[config.mk]
export PLATFORM = sky130hd
export DESIGN_NAME = mem_stage
export DESIGN_NICKNAME = d
export VERILOG_FILES = /design/src/rtl/mem_pkg.sv /design/src/rtl/load_align.sv /design/src/rtl/mem_stage.sv
export SDC_FILE = /design/constraint.sdc
export NUM_CORES = 1
export LEC_CHECK = 0
export ABC_AREA = 1
export BUFFER_PORTS_ARGS = -buffer_cell sky130_fd_sc_hd__buf_4
export CELL_PAD_IN_SITES_DETAIL_PLACEMENT = 0
export CELL_PAD_IN_SITES_GLOBAL_PLACEMENT = 1
export CORE_ASPECT_RATIO = 0.7
export CORE_MARGIN = 5
export CORE_UTILIZATION = 33
export DETAILED_ROUTE_END_ITERATION = 10
export PLACE_DENSITY_LB_ADDON = 0.1
export SLEW_MARGIN = 10
export SYNTH_ARGS = -nofsm -noshare
export SYNTH_HDL_FRONTEND = slang
export SYNTH_SLANG_ARGS = --single-unit
[constraint.sdc]
create_clock -name clock -period 5.2 [get_ports clock]
set_input_delay 1.56 -clock clock [delete_from_list [all_inputs] [get_ports clock]]
set_output_delay 1.56 -clock clock [all_outputs]
set_load 0.05 [all_outputs]
[src/rtl/mem_pkg.sv]
// Shared definitions for the memory-access stage: MemOp codes, FSM states,
// byte-enable constants and store-lane / alignment helpers.
package mem_pkg;

  localparam logic [2:0] OP_B  = 3'b000;
  localparam logic [2:0] OP_H  = 3'b001;
  localparam logic [2:0] OP_W  = 3'b010;
  localparam logic [2:0] OP_BU = 3'b100;
  localparam logic [2:0] OP_HU = 3'b101;

  localparam logic [3:0] BE_BYTE0   = 4'b0001;
  localparam logic [3:0] BE_HALF_LO = 4'b0011;
  localparam logic [3:0] BE_HALF_HI = 4'b1100;
  localparam logic [3:0] BE_WORD    = 4'b1111;

  typedef enum logic [1:0] {
    IDLE = 2'd0,
    BUSY = 2'd1,
    RESP = 2'd2
  } state_t;

  typedef enum logic [1:0] {
    SZ_B = 2'd0,
    SZ_H = 2'd1,
    SZ_W = 2'd2
  } size_t;

  // The unsigned-load codes have no store meaning, so stores fall back to word.
  function automatic size_t access_size(input logic [2:0] op, input logic is_store);
    size_t sz;
    case (op)
      OP_B:    sz = SZ_B;
      OP_H:    sz = SZ_H;
      OP_BU:   sz = is_store ? SZ_W : SZ_B;
      OP_HU:   sz = is_store ? SZ_W : SZ_H;
      default: sz = SZ_W;
    endcase
    return sz;
  endfunction

  function automatic logic [3:0] store_be(input size_t sz, input logic [1:0] addr_lo);
    logic [3:0] be;
    case (sz)
      SZ_B:    be = BE_BYTE0 << addr_lo;
      SZ_H:    be = addr_lo[1] ? BE_HALF_HI : BE_HALF_LO;
      default: be = BE_WORD;
    endcase
    return be;
  endfunction

  function automatic logic [31:0] store_wdata(input size_t sz, input logic [31:0] data);
    logic [31:0] wd;
    case (sz)
      SZ_B:    wd = {4{data[7:0]}};
      SZ_H:    wd = {2{data[15:0]}};
      default: wd = data;
    endcase
    return wd;
  endfunction

  function automatic logic misaligned(input size_t sz, input logic [1:0] addr_lo);
    logic bad;
    case (sz)
      SZ_H:    bad = addr_lo[0];
      SZ_W:    bad = (addr_lo != 2'b00);
      default: bad = 1'b0;
    endcase
    return bad;
  endfunction

endpackage

[src/rtl/load_align.sv]
// Selects the addressed byte/half of a read word and sign- or zero-extends it
// according to the load MemOp.
module load_align
  import mem_pkg::*;
(
  input  logic [31:0] rdata,
  input  logic [1:0]  addr,
  input  logic [2:0]  mem_op,
  output logic [31:0] data
);

  logic [7:0]  byte_s;
  logic [15:0] half_s;

  // Lane select and extension.
  always_comb begin
    byte_s = rdata[{addr, 3'b000} +: 8];
    half_s = addr[1] ? rdata[31:16] : rdata[15:0];
    case (mem_op)
      OP_B:    data = {{24{byte_s[7]}}, byte_s};
      OP_BU:   data = {24'h000000, byte_s};
      OP_H:    data = {{16{half_s[15]}}, half_s};
      OP_HU:   data = {16'h0000, half_s};
      default: data = rdata;
    endcase
  end

endmodule

[src/rtl/mem_stage.sv]
// Memory-access pipeline stage: req/ack data-memory transactions with stall,
// timeout abort and registered write-back. Optional MEM_MISALIGN_TRAP_EN adds misalign_err.
module mem_stage
  import mem_pkg::*;
#(
  parameter int TIMEOUT_CYCLES = 16,
  parameter int CNT_W          = 8
) (
  input  logic        clock,
  input  logic        reset,
  input  logic [31:0] in_ALUout,
  input  logic [31:0] in_busB,
  input  logic [2:0]  in_MemOp,
  input  logic [4:0]  in_rd,
  input  logic        in_MemtoReg,
  input  logic        in_RegWr,
  input  logic        in_MemWr,
  output logic        stall,
  output logic        dmem_req,
  output logic        dmem_we,
  output logic [31:0] dmem_addr,
  output logic [31:0] dmem_wdata,
  output logic [3:0]  dmem_be,
  input  logic        dmem_ack,
  input  logic [31:0] dmem_rdata,
  output logic [31:0] wb_data,
  output logic [4:0]  wb_rd,
  output logic        wb_RegWr,
  output logic        bus_err
`ifdef MEM_MISALIGN_TRAP_EN
  ,
  output logic        misalign_err
`endif
);

  state_t           state_r, state_nx_s;
  logic [CNT_W-1:0] cnt_r, cnt_nx_s;
  logic [2:0]       op_r;
  logic [1:0]       addr_lo_r;
  logic [4:0]       rd_r;
  logic             regwr_r;
  logic             load_r;
  logic             memop_s;
  logic             misalign_s;
  logic             timeout_hit_s;
  logic             issue_s;
  logic             done_s;
  logic             abort_s;
  size_t            size_s;
  logic [31:0]      load_data_s;

  assign memop_s  = in_MemWr | in_MemtoReg;
  assign size_s   = access_size(in_MemOp, in_MemWr);
  assign cnt_nx_s = cnt_r + CNT_W'(1);
  assign timeout_hit_s = (TIMEOUT_CYCLES != 0) && (cnt_nx_s == CNT_W'(TIMEOUT_CYCLES));
  assign stall    = ((state_r == IDLE) && memop_s) || (state_r == BUSY);

`ifdef MEM_MISALIGN_TRAP_EN
  assign misalign_s = misaligned(size_s, in_ALUout[1:0]);
`else
  assign misalign_s = 1'b0;
`endif

  load_align u_load_align (
    .rdata  (dmem_rdata),
    .addr   (addr_lo_r),
    .mem_op (op_r),
    .data   (load_data_s)
  );

  // State register.
  always_ff @(posedge clock or posedge reset) begin
    if (reset) state_r <= IDLE;
    else       state_r <= state_nx_s;
  end

  // Next-state and transaction decisions; ack takes priority over timeout.
  always_comb begin
    state_nx_s = state_r;
    issue_s    = 1'b0;
    done_s     = 1'b0;
    abort_s    = 1'b0;
    case (state_r)
      IDLE: begin
        if (memop_s && misalign_s) begin
          state_nx_s = RESP;
        end else if (memop_s) begin
          issue_s    = 1'b1;
          state_nx_s = BUSY;
        end else begin
          state_nx_s = IDLE;
        end
      end
      BUSY: begin
        if (dmem_ack) begin
          done_s     = 1'b1;
          state_nx_s = RESP;
        end else if (timeout_hit_s) begin
          abort_s    = 1'b1;
          state_nx_s = RESP;
        end else begin
          state_nx_s = BUSY;
        end
      end
      RESP:    state_nx_s = IDLE;
      default: state_nx_s = IDLE;
    endcase
  end

  // Bus request, latched op context, timeout counter and write-back registers.
  always_ff @(posedge clock or posedge reset) begin
    if (reset) begin
      dmem_req   <= 1'b0;
      dmem_we    <= 1'b0;
      dmem_addr  <= 32'h0000_0000;
      dmem_wdata <= 32'h0000_0000;
      dmem_be    <= 4'b0000;
      wb_data    <= 32'h0000_0000;
      wb_rd      <= 5'd0;
      wb_RegWr   <= 1'b0;
      bus_err    <= 1'b0;
      cnt_r      <= '0;
      op_r       <= 3'b000;
      addr_lo_r  <= 2'b00;
      rd_r       <= 5'd0;
      regwr_r    <= 1'b0;
      load_r     <= 1'b0;
    end else begin
      wb_RegWr <= 1'b0;
      bus_err  <= 1'b0;
      case (state_r)
        IDLE: begin
          if (!memop_s) begin
            wb_data  <= in_ALUout;
            wb_rd    <= in_rd;
            wb_RegWr <= in_RegWr & (in_rd != 5'd0);
          end else if (issue_s) begin
            op_r       <= in_MemOp;
            addr_lo_r  <= in_ALUout[1:0];
            rd_r       <= in_rd;
            regwr_r    <= in_RegWr;
            load_r     <= ~in_MemWr;
            dmem_req   <= 1'b1;
            dmem_we    <= in_MemWr;
            dmem_addr  <= {in_ALUout[31:2], 2'b00};
            dmem_be    <= in_MemWr ? store_be(size_s, in_ALUout[1:0]) : BE_WORD;
            dmem_wdata <= store_wdata(size_s, in_busB);
            cnt_r      <= '0;
          end
        end
        BUSY: begin
          if (done_s) begin
            dmem_req <= 1'b0;
            wb_rd    <= rd_r;
            if (load_r) begin
              wb_data  <= load_data_s;
              wb_RegWr <= regwr_r & (rd_r != 5'd0);
            end
          end else if (abort_s) begin
            dmem_req <= 1'b0;
            bus_err  <= 1'b1;
          end else begin
            cnt_r <= cnt_nx_s;
          end
        end
        default: begin
        end
      endcase
    end
  end

`ifdef MEM_MISALIGN_TRAP_EN
  // One-cycle trap pulse for a rejected misaligned access.
  always_ff @(posedge clock or posedge reset) begin
    if (reset) misalign_err <= 1'b0;
    else       misalign_err <= (state_r == IDLE) && memop_s && misalign_s;
  end
`endif

endmodule

==> impl_metrics.json, run 1 <==
{
  "drt-total-wl_um": 21720,
  "total_leakage_power_nw": 4.182,
  "regArea_um2": 3228,
  "synth.cell_area_um2": 6190,
  "pwr_density_cell_nw_per_um2": 821.4,
  "seq_area_frac_synth_pct": 52.15,
  "worst_path_most_repeated_cell": "buf_4",
  "detailroute.via_count": 5884,
  "fraction_of_final_layout_cells_with_drive_strength_greater_than_1_pct": 31.62,
  "antenna_cells": 0,
  "post_drt_wl_per_cell_um": 18.24,
  "most-common-layout-cells": "nand2_1, buf_4, dfrtp_1, nor2_1, a21oi_1",
  "h-tree-depth": 4,
  "setup.worst_path.end_class": "primary output",
  "period_needed_ns": 4.196,
  "maxCapViolCount": 0,
  "slew_violations": 0,
  "top_level_ports": 220,
  "timing.fmax_ghz": 0.2383,
  "drt_first_iter_violations": 395,
  "floorplan.initialDensity_pct": 33.99,
  "vias_per_cell": 4.940,
  "critPathKind": "input pin to primary output",
  "worst_clock_skew_ns": 0.01363,
  "worst_path_max_delay_cell": "nand2_2",
  "clkSinkCount": 129,
  "hpwl_um": 16080,
  "insertion_delay_ns": 0.42,
  "synth_area_per_cell_um2": 8.364,
  "nets": 1053,
  "global_route.overflow_total": 0,
  "postLayoutCellArea_um2": 8496,
  "number_of_synthesized_flops_with_an_enable_pin": 0,
  "slew-limit-headroom_pct": 40.73,
  "fp.dieW_um": 173.7,
  "predominant_post_synthesis_flop_cell": "dfrtp_1",
  "grt_setup_unrepaired": "no",
  "cp.buffers_inverters": 2,
  "setup_viol": 0,
  "die_area_um2": 21640,
  "finalCritPeriodShare_pct": 80.68,
  "cts.reportedPaths.clkPinSlew_ns": 0.06,
  "crit_path_cell_trace": "buf_4 -> or2_1 -> nand2_2 -> nand2_1 -> buf_4",
  "peakVddDrop_mv": 0.3643,
  "synth_async_sr_flop_share_pct": 100.0,
  "total_number_of_yosys_warnings": 0,
  "dr.pass1.iters": 5,
  "cts_setup_buffers": 0,
  "rows": 41,
  "nFillCells": 1807,
  "synth-seq-cells": 129,
  "core_um2": 18210,
  "synthCells": 740,
  "cts_made_buffers": 17,
  "first_global_vias": 5959,
  "mostFrequentLayoutCell": "nand2_1",
  "finalWeightedCongestion": 0.8308,
  "cpPeakStageDelay_ns": 0.34,
  "multi_input_comb_area_um2": 2595,
  "grt_max_degree": 70,
  "numPortBuffers": 217,
  "placement.cell_area_um2": 7958,
  "groute.usage.overall_pct": 19.97,
  "cp.required_ns": 3.64,
  "clockRootBuffer": "clkbuf_16",
  "post_cts_hold_fix_bufs": 0,
  "status": "finished, final reports clean",
  "final_antenna_net_count": 0,
  "holdCritPathClass": "flop to flop",
  "timing.critical_path.arrival_ns": 2.64,
  "worstMarginPinSlew_ns": 0.8858,
  "worst_path_dominant_cell_family": "simple AND/OR/NAND/NOR gates",
  "grt_antenna_before_repair": 0,
  "max-clock-path-buffers": 2,
  "fin_setup_tns_ns": 0,
  "post_cts_resized": 0,
  "yosys.cell_types.count": 42,
  "setup.worst_path.start_class": "input pin",
  "die_height_um": 124.6,
  "cp_max_fo": 20,
  "finalHoldViolCount": 0,
  "drc": 0,
  "cts_tree": "done",
  "first_pass_grt_wire_length_um": 34360,
  "area_growth_pct": 37.25
}
[synth_stat cells (2+ instances only)]
| cell | instances | area (um2) |
|---|---|---|
| nand2_1 | 240 | 900.9 |
| dfrtp_1 | 129 | 3228 |
| a21oi_1 | 49 | 245.2 |
| nor2_1 | 49 | 183.9 |
| o21ai_0 | 44 | 220.2 |
| inv_1 | 33 | 123.9 |
| o211ai_1 | 32 | 240.2 |
| o21ai_1 | 32 | 160.2 |
| buf_2 | 19 | 95.09 |
| a21oi_2 | 12 | 105.1 |
| clkbuf_1 | 11 | 41.29 |
| nand3_1 | 10 | 50.05 |
| a31oi_1 | 8 | 50.05 |
| buf_1 | 7 | 26.28 |
| mux2i_1 | 7 | 70.07 |
| or2_2 | 7 | 43.79 |
| o21ai_2 | 6 | 52.55 |
| inv_2 | 5 | 18.77 |
| o21a_1 | 5 | 37.54 |
| nor2_2 | 4 | 25.02 |
| nor2_4 | 3 | 33.78 |
| buf_4 | 2 | 15.01 |
| buf_6 | 2 | 22.52 |
| nand2_2 | 2 | 12.51 |
| nand3_2 | 2 | 20.02 |
| nor3_1 | 2 | 10.01 |
| or2_1 | 2 | 12.51 |
| xor2_1 | 2 | 17.52 |
[metrics by stage]
stage / util [%] / total power [mW] / hold WS [ns] / setup slack, ns / std cells
after global routing: 46.65 / 7.430 / 0.4994 / 0.9384 / 1191
after detailed placement: 43.70 / 5.919 / 0.4665 / 0.9889 / 1159
final: 46.65 / 6.979 / 0.4792 / 1.004 / 1191
after CTS: 46.65 / 7.042 / 0.4845 / 0.9860 / 1191
after global placement: 43.70 / 5.859 / 0.4623 / 1.017 / 1159
after floorplan: - / 4.680 / 0.4530 / 0.1990 / 741
[report_power, final]
| part | switching, mW | internal, mW | total [mW] |
|---|---|---|---|
| sequential | 0.339 | 1.50 | 1.84 |
| clock | 0.489 | 0.611 | 1.10 |
| combinational | 2.89 | 1.15 | 4.04 |
[sequential cells by signal, indices dropped and copies added, names as in the netlist, 3 cells and up]
signal      cells
dmem_wdata     32
wb_data        32
dmem_addr      30
cnt_r           8
rd_r            5
wb_rd           5
dmem_be         4
op_r            3
[final cells by class]
cell class | instances | share of cell area (%)
Clock buffer | 17 | 5.007
Clock inverter | 15 | 1.325
Inverter | 40 | 1.856
Multi-Input combinational cell | 530 | 30.54
Sequential cell | 129 | 38.00
Tap cell | 236 | 3.476
Timing Repair Buffer | 224 | 19.79
[worst min-delay path: stages (launching register included)]
cell and delay, ns:
dfrtp_1 0.35, nand2_1 0.05, nand2_1 0.05
[metal layers]
| layer | track usage [%] | vias to the layer above | routed length [um] |
|---|---|---|---|
| met2 | 28.43 | 227 | 9324 |
| met5 | 0 | - | 0 |
| li1 | - | 2845 | - |
| met4 | 4.328 | 0 | 180 |
| met3 | 8.283 | 21 | 2195 |
| met1 | 28.43 | 2791 | 10020 |
[final timing paths]
| check | from | to | slack [ns] | cells past startpoint |
|---|---|---|---|---|
| min reg2reg | dmem_req$_DFFE_PP0P_ | dmem_req$_DFFE_PP0P_ | 0.48 | 2 |
| min | dmem_req$_DFFE_PP0P_ | dmem_req$_DFFE_PP0P_ | 0.48 | 2 |
| max in group asynchronous | reset | wb_data[6]$_DFFE_PP0P_ | 3.03 | 3 |
| min in group asynchronous | reset | dmem_addr[25]$_DFFE_PP0P_ | 1.22 | 2 |
| max reg2reg | state_r[1]$_DFF_PP0_ | cnt_r[4]$_DFFE_PP0P_ | 2.38 | 8 |
| max | in_MemWr | stall | 1.00 | 5 |
[cell families after synthesis]
family                   synth area share [%]
adder cells (fa/ha/maj)                0.2021
multiplexers                            1.132
buffers and inverters                   6.024
AND/OR/NAND/NOR                         21.77
XOR/XNOR                               0.2831
AO/OA/AOI/OAI                           18.37
flip-flops                              52.15
other                                 0.06058
Note: power is estimated with default switching activity, not from simulation.
==> inputs of run 2 (changes only) <==
--- a/config.mk
+++ b/config.mk
@@ -5,13 +5,13 @@
 export SDC_FILE = /design/constraint.sdc
 export NUM_CORES = 1
 export LEC_CHECK = 0
-export ABC_AREA = 1
+export ABC_AREA = 0
 export BUFFER_PORTS_ARGS = -buffer_cell sky130_fd_sc_hd__buf_4
 export CELL_PAD_IN_SITES_DETAIL_PLACEMENT = 0
 export CELL_PAD_IN_SITES_GLOBAL_PLACEMENT = 1
 export CORE_ASPECT_RATIO = 0.7
 export CORE_MARGIN = 5
-export CORE_UTILIZATION = 33
+export CORE_UTILIZATION = 36
 export DETAILED_ROUTE_END_ITERATION = 10
 export PLACE_DENSITY_LB_ADDON = 0.1
 export SLEW_MARGIN = 10
==> constraint.sdc (replaced) <==
create_clock -name clock -period 3.9 [get_ports clock]
set_input_delay 1.17 -clock clock [delete_from_list [all_inputs] [get_ports clock]]
set_output_delay 1.17 -clock clock [all_outputs]
set_load 0.05 [all_outputs]
==> run 2 against run 1 <==
Compared with the run above:
- die area down 7.4%
- non-clock buffer count up 7
- utilization up 4.3 points
- via count up 1.0%
- synthesized cell count down 3.6%
- power up 30%
- wire length down 3.5%
- worst hold slack better by 0.0012 ns
- largest power group unchanged
==> impl_metrics.json, run 2 <==
{
  "status": "finished, final reports clean",
  "slew_violations": 0,
  "rows": 40,
  "top_level_ports": 220,
  "vias_per_cell": 5.120,
  "period_needed_ns": 3.345,
  "first_global_vias": 5859,
  "die_area_um2": 20040,
  "most-common-layout-cells": "nand2_1, buf_4, dfrtp_1, o21ai_0, a21oi_1",
  "nets": 1028,
  "cp_max_fo": 8,
  "h-tree-depth": 4,
  "yosys.cell_types.count": 49,
  "grt_setup_unrepaired": "no",
  "timing.fmax_ghz": 0.2990,
  "synth_common_cells": "nand2_1, dfrtp_1, o21ai_0, a21oi_1, nor2_1",
  "worst_path_most_repeated_cell": "buf_4",
  "muxShareOfSynthArea_pct": 5.636,
  "worstMarginPinSlew_ns": 1.006,
  "yosys-top-cells-area": "dfrtp_1, nand2_1, o21ai_0",
  "setup_viol": 0,
  "timing.critical_path.arrival_ns": 2.17,
  "yosys.area_share.adder_pct": 0.2013,
  "worst_r2r_startpoint": "state_r[1]$_DFF_PP0_",
  "cp.buffers_inverters": 3,
  "synth_top_area_cell": "dfrtp_1",
  "worst_path_max_delay_cell": "or3_4",
  "clockRootBuffer": "clkbuf_16",
  "worst_clock_skew_ns": 0.008847,
  "grt_antenna_before_repair": 0,
  "worst_path_dominant_cell_family": "simple AND/OR/NAND/NOR gates",
  "synth.cell_area_um2": 6216,
  "numPortBuffers": 217,
  "maxCapViolCount": 0,
  "synth_compound_area_share_pct": 15.88,
  "regToRegEndpoint": "dmem_wdata[29]$_DFFE_PP0P_",
  "rr_worst_depth": 4,
  "post_drt_wl_per_cell_um": 18.05,
  "synth_async_sr_flop_share_pct": 100.0,
  "drt-total-wl_um": 20960,
  "layout_top_registers": "dmem_wdata (32), wb_data (32), dmem_addr (30)",
  "die_height_um": 119.9,
  "synth_largest_type_area_fraction_pct": 51.93,
  "critPathKind": "input pin to primary output",
  "hpwl_um": 15690,
  "number_of_synthesized_flops_with_an_enable_pin": 0,
  "synth-seq-cells": 129,
  "cts_setup_buffers": 0,
  "first_pass_grt_wire_length_um": 32870,
  "drt_first_iter_violations": 501,
  "hold-path-cell-count": 2,
  "pwr_density_cell_nw_per_um2": 1041,
  "seq_area_frac_synth_pct": 51.93,
  "finalCritPeriodShare_pct": 85.76,
  "cp.required_ns": 2.73,
  "synth_area_per_cell_um2": 8.718,
  "peakVddDrop_mv": 0.4631,
  "groute.usage.overall_pct": 20.81,
  "fraction_of_final_layout_cells_with_drive_strength_greater_than_1_pct": 30.54,
  "grt_max_degree": 44,
  "synthCells": 713,
  "worst_hold_startpoint": "dmem_addr[25]$_DFFE_PP0P_",
  "dr.pass1.iters": 5,
  "xor_and_xnor_area_share_after_synthesis_pct": 0.1409,
  "final_antenna_net_count": 0,
  "cts_made_buffers": 17,
  "finalWeightedCongestion": 0.8290,
  "max-clock-path-buffers": 2,
  "setup.worst_path.start_class": "input pin",
  "post_cts_resized": 0,
  "cts_tree": "done",
  "total_number_of_yosys_warnings": 0,
  "post_cts_hold_fix_bufs": 0,
  "detailroute.via_count": 5944,
  "area_growth_pct": 39.77,
  "clkSinkCount": 129,
  "fin_setup_tns_ns": 0,
  "core_um2": 17070,
  "predominant_post_synthesis_flop_cell": "dfrtp_1",
  "cpPeakStageDelay_ns": 0.42,
  "antenna_cells": 0,
  "floorplan.initialDensity_pct": 36.42,
  "mostFrequentLayoutCell": "nand2_1",
  "yosys.cell_count.top_type": "nand2_1",
  "hold-path-endpoint": "dmem_addr[25]$_DFFE_PP0P_",
  "synthSimpleGateAreaFrac_pct": 22.22,
  "drc": 0,
  "cts.reportedPaths.clkPinSlew_ns": 0.06,
  "holdWs_ns": 0.4804,
  "finalHoldViolCount": 0,
  "reg2reg_setup_slack_ns": 1.46,
  "fp.dieW_um": 167.1,
  "main_combinational_cell_family_by_area_after_synthesis": "simple AND/OR/NAND/NOR gates",
  "holdCritPathClass": "flop to flop",
  "slew-limit-headroom_pct": 32.82,
  "insertion_delay_ns": 0.42,
  "total_leakage_power_nw": 4.169,
  "global_route.overflow_total": 0,
  "crit_path_cell_trace": "buf_4 -> or3_4 -> nand2b_2 -> inv_2 -> buf_4",
  "setup.worst_path.end_class": "primary output"
}
run 2: cell types whose count changed after synthesis, moves of 16 or more:
cell and delta:
o211ai_1 -31, inv_1 -29, o21ai_1 -28, o21ai_0 +26, mux2i_1 +19, nor2_1 -17, or3_1 +16
run 2: per-stage QoR:
step / area [um2] / total power [mW] / util (%) / setup slack (ns) / instances
3_3_place_gp: 8070 / 7.353 / 47.29 / 0.5695 / 1129
6_report: 8688 / 9.047 / 50.91 / 0.5554 / 1161
3_5_place_dp: 8070 / 7.435 / 47.29 / 0.5573 / 1129
5_1_grt: 8688 / 9.582 / 50.91 / 0.5246 / 1161
2_1_floorplan: 6223 / 5.794 / - / 0.9207 / 714
4_1_cts: 8688 / 9.129 / 50.91 / 0.5555 / 1161
run 2: worst min-delay path, cell delays in order, from the launching register on:
cell and delay (ns):
dfrtp_1 0.34, nand2_1 0.05, nand2_1 0.05
run 2: area by class of cell:
class                   count  area, um2
flip-flops and latches    129       3228
clock inverters            14      178.9
repair buffers            231       1759
inverters                   5      22.52
fillers                  1627       8378
well taps                 231      289.0
clock buffers              18      439.2
multi-input cells         533       2771
run 2: layer usage:
metal,global-route usage (%),vias up,share of wire [%],wire [um]
li1,-,2844,-,-
met1,30.15,2854,48,10070
met2,31.45,216,44,9242
met3,4.017,30,6.0,1255
met4,6.643,0,1.9,388
met5,0,-,0,0
run 2: power by group:
group	switching, mW	internal (mW)	total (mW)	leakage, nW
sequential	0.424	1.96	2.39	1.54
clock	0.635	1.03	1.67	0.294
combinational	3.56	1.43	4.99	2.33
total	4.62	4.42	9.05	4.17
run 2: worst max-delay path by stage:
stage                     slack, ns    end  depth (start not counted)  startpoint
after floorplan                0.92  stall                          3    in_MemWr
after global placement         0.57  stall                          5    in_MemWr
after detailed placement       0.56  stall                          5    in_MemWr
after CTS                      0.56  stall                          5    in_MemWr
after global routing           0.52  stall                          5    in_MemWr
final                          0.56  stall                          5    in_MemWr
run 2: cells by family (layout without fill, tap and decap cells):
| family | count (synthesis) | after routing |
|---|---|---|
| compound gates | 168 | 168 |
| other cells | 1 | 2 |
| buf+inv | 52 | 268 |
| xor+xnor | 1 | 1 |
| simple gates | 328 | 328 |
| flops | 129 | 129 |
| mux | 33 | 33 |
| fa+ha+maj | 1 | 1 |
==> inputs of run 3 (changes only) <==
--- a/config.mk
+++ b/config.mk
@@ -10,10 +10,10 @@
 export CELL_PAD_IN_SITES_DETAIL_PLACEMENT = 0
 export CELL_PAD_IN_SITES_GLOBAL_PLACEMENT = 1
 export CORE_ASPECT_RATIO = 0.7
-export CORE_MARGIN = 5
+export CORE_MARGIN = 3
 export CORE_UTILIZATION = 36
 export DETAILED_ROUTE_END_ITERATION = 10
-export PLACE_DENSITY_LB_ADDON = 0.1
+export PLACE_DENSITY = 0.9
 export SLEW_MARGIN = 10
 export SYNTH_ARGS = -nofsm -noshare
 export SYNTH_HDL_FRONTEND = slang
==> run 3 against run 2 <==
Compared with the run above:
- clock skew shrank 0.0020 ns
- worst hold slack got worse by 0.0077 ns
- combinational power about the same
- critical path type unchanged
- critical endpoint unchanged
==> impl_metrics.json, run 3 (synthesized netlist as in run 2, its figures left out) <==
{
  "h-tree-depth": 4,
  "max-clock-path-buffers": 2,
  "worst_hold_startpoint": "dmem_addr[10]$_DFFE_PP0P_",
  "holdWs_ns": 0.4727,
  "cts_setup_buffers": 0,
  "worstMarginPinSlew_ns": 0.9725,
  "top_level_ports": 220,
  "vias_per_cell": 5.196,
  "core_um2": 16590,
  "first_pass_grt_wire_length_um": 32000,
  "slew_violations": 0,
  "mostFrequentLayoutCell": "nand2_1",
  "die_area_um2": 18900,
  "drc": 0,
  "status": "finished, final reports clean",
  "drt_first_iter_violations": 498,
  "timing.critical_path.arrival_ns": 2.20,
  "total_leakage_power_nw": 4.145,
  "finalCritPeriodShare_pct": 86.38,
  "hpwl_um": 14710,
  "insertion_delay_ns": 0.42,
  "antenna_cells": 0,
  "met2_length_um": 8850,
  "nets": 1025,
  "cts_tree": "done",
  "drt-total-wl_um": 20650,
  "floorplan.initialDensity_pct": 37.47,
  "worst_r2r_startpoint": "addr_lo_r[1]$_DFFE_PP0P_",
  "report.power.total_mw": 8.957,
  "cp.required_ns": 2.73,
  "grt_max_degree": 74,
  "maxCapViolCount": 0,
  "cp_max_fo": 8,
  "setup_viol": 0,
  "rows": 39,
  "crit_path_start": "in_MemWr",
  "place.detailed.instances": 1120,
  "nFillCells": 1615,
  "fin_setup_tns_ns": 0,
  "slew-limit-headroom_pct": 35.03,
  "final_antenna_net_count": 0,
  "clkSinkCount": 129,
  "finalHoldViolCount": 0,
  "first_global_vias": 5724,
  "layout_top_registers": "dmem_wdata (32), wb_data (32), dmem_addr (30)",
  "cts_made_buffers": 17,
  "fp.dieW_um": 163.1,
  "global_route.overflow_total": 0,
  "grt_antenna_before_repair": 0,
  "peakVddDrop_mv": 0.5516,
  "worst_path_max_delay_cell": "or3_4",
  "post_cts_resized": 0,
  "setup.worst_path.end_class": "primary output",
  "crit_path_cell_trace": "buf_4 -> or3_4 -> nand2b_2 -> inv_2 -> buf_4",
  "cpPeakStageDelay_ns": 0.42,
  "met3RoutedLength_um": 1743,
  "period_needed_ns": 3.369,
  "worst_clock_skew_ns": 0.006842,
  "post_drt_wl_per_cell_um": 17.93,
  "worst_path_dominant_cell_family": "simple AND/OR/NAND/NOR gates",
  "clockRootBuffer": "clkbuf_16",
  "holdCritPathClass": "flop to flop",
  "timing.fmax_ghz": 0.2968,
  "post_cts_hold_fix_bufs": 0,
  "routed.top_layer": "met4",
  "final_cells": 1152,
  "area_growth_pct": 38.89,
  "groute.usage.overall_pct": 21.80,
  "fraction_of_final_layout_cells_with_drive_strength_greater_than_1_pct": 30.20,
  "detailroute.via_count": 5986,
  "die_height_um": 115.9,
  "worst_path_most_repeated_cell": "buf_4",
  "setup.worst_path.start_class": "input pin",
  "met1Wirelength_um": 9784,
  "pwr_density_cell_nw_per_um2": 1037,
  "critPathKind": "input pin to primary output",
  "numPortBuffers": 217,
  "cp.buffers_inverters": 3,
  "finalWeightedCongestion": 0.8131,
  "cts.reportedPaths.clkPinSlew_ns": 0.06,
  "most-common-layout-cells": "nand2_1, buf_4, dfrtp_1, o21ai_0, a21oi_1",
  "dr.pass1.iters": 9,
  "grt_setup_unrepaired": "no"
}
==> run 3: changes by cell type in the layout (fill, tap and decap cells not counted) <==
cell,delta
buf_4,-4
clkinv_2,+3
inv_6,-3
buf_12,+1
bufinv_16,-1
clkbuf_1,+1
==> run 3: where the power goes <==
group          switching, mW  internal (mW)
registers              0.416           1.96
clock network          0.634          0.957
logic                   3.56           1.43
==> run 3: worst reg2reg max path, cell delays in order (launching register included) <==
cell and delay [ns]:
dfrtp_1 0.66, mux4_2 0.56, nand2b_1 0.17, a211oi_2 0.11, nor3_4 0.60, a21oi_1 0.16
==> run 3: final timing paths <==
kind	cells after the start	endpoint	slack, ns
setup / recovery	5	stall	0.53
hold / removal	2	dmem_addr[10]$_DFFE_PP0P_	0.47
setup reg to reg	5	wb_data[18]$_DFFE_PP0P_	1.48
hold reg to reg	2	dmem_addr[10]$_DFFE_PP0P_	0.47
max in group asynchronous	3	cnt_r[4]$_DFFE_PP0P_	2.22
min in group asynchronous	2	dmem_addr[23]$_DFFE_PP0P_	0.89
==> run 3: layer usage <==
metal  global-route usage (%)  vias to the layer above
li1                         -                     2836
met2                    31.21                      224
met3                    7.038                       26
met1                    31.71                     2900
met4                    6.028                        0
met5                        0                        -
==> run 3: area by class of cell <==
cell class,instances,area (um2),area share (%)
inverters,5,22.52,0.2609
clock buffers,19,442.9,5.130
well taps,225,281.5,3.261
flip-flops and latches,129,3228,37.39
multi-input cells,533,2771,32.10
repair buffers,228,1749,20.26
clock inverters,13,137.6,1.594
==> run 3: through the flow <==
step	worst slack [ns]	area (um2)	util [%]
after CTS	0.5384	8633	52.04
after global placement	0.5677	8053	48.54
after floorplan	0.9207	6223	-
after global routing	0.4997	8633	52.04
final	0.5311	8633	52.04
after detailed placement	0.5445	8053	48.54
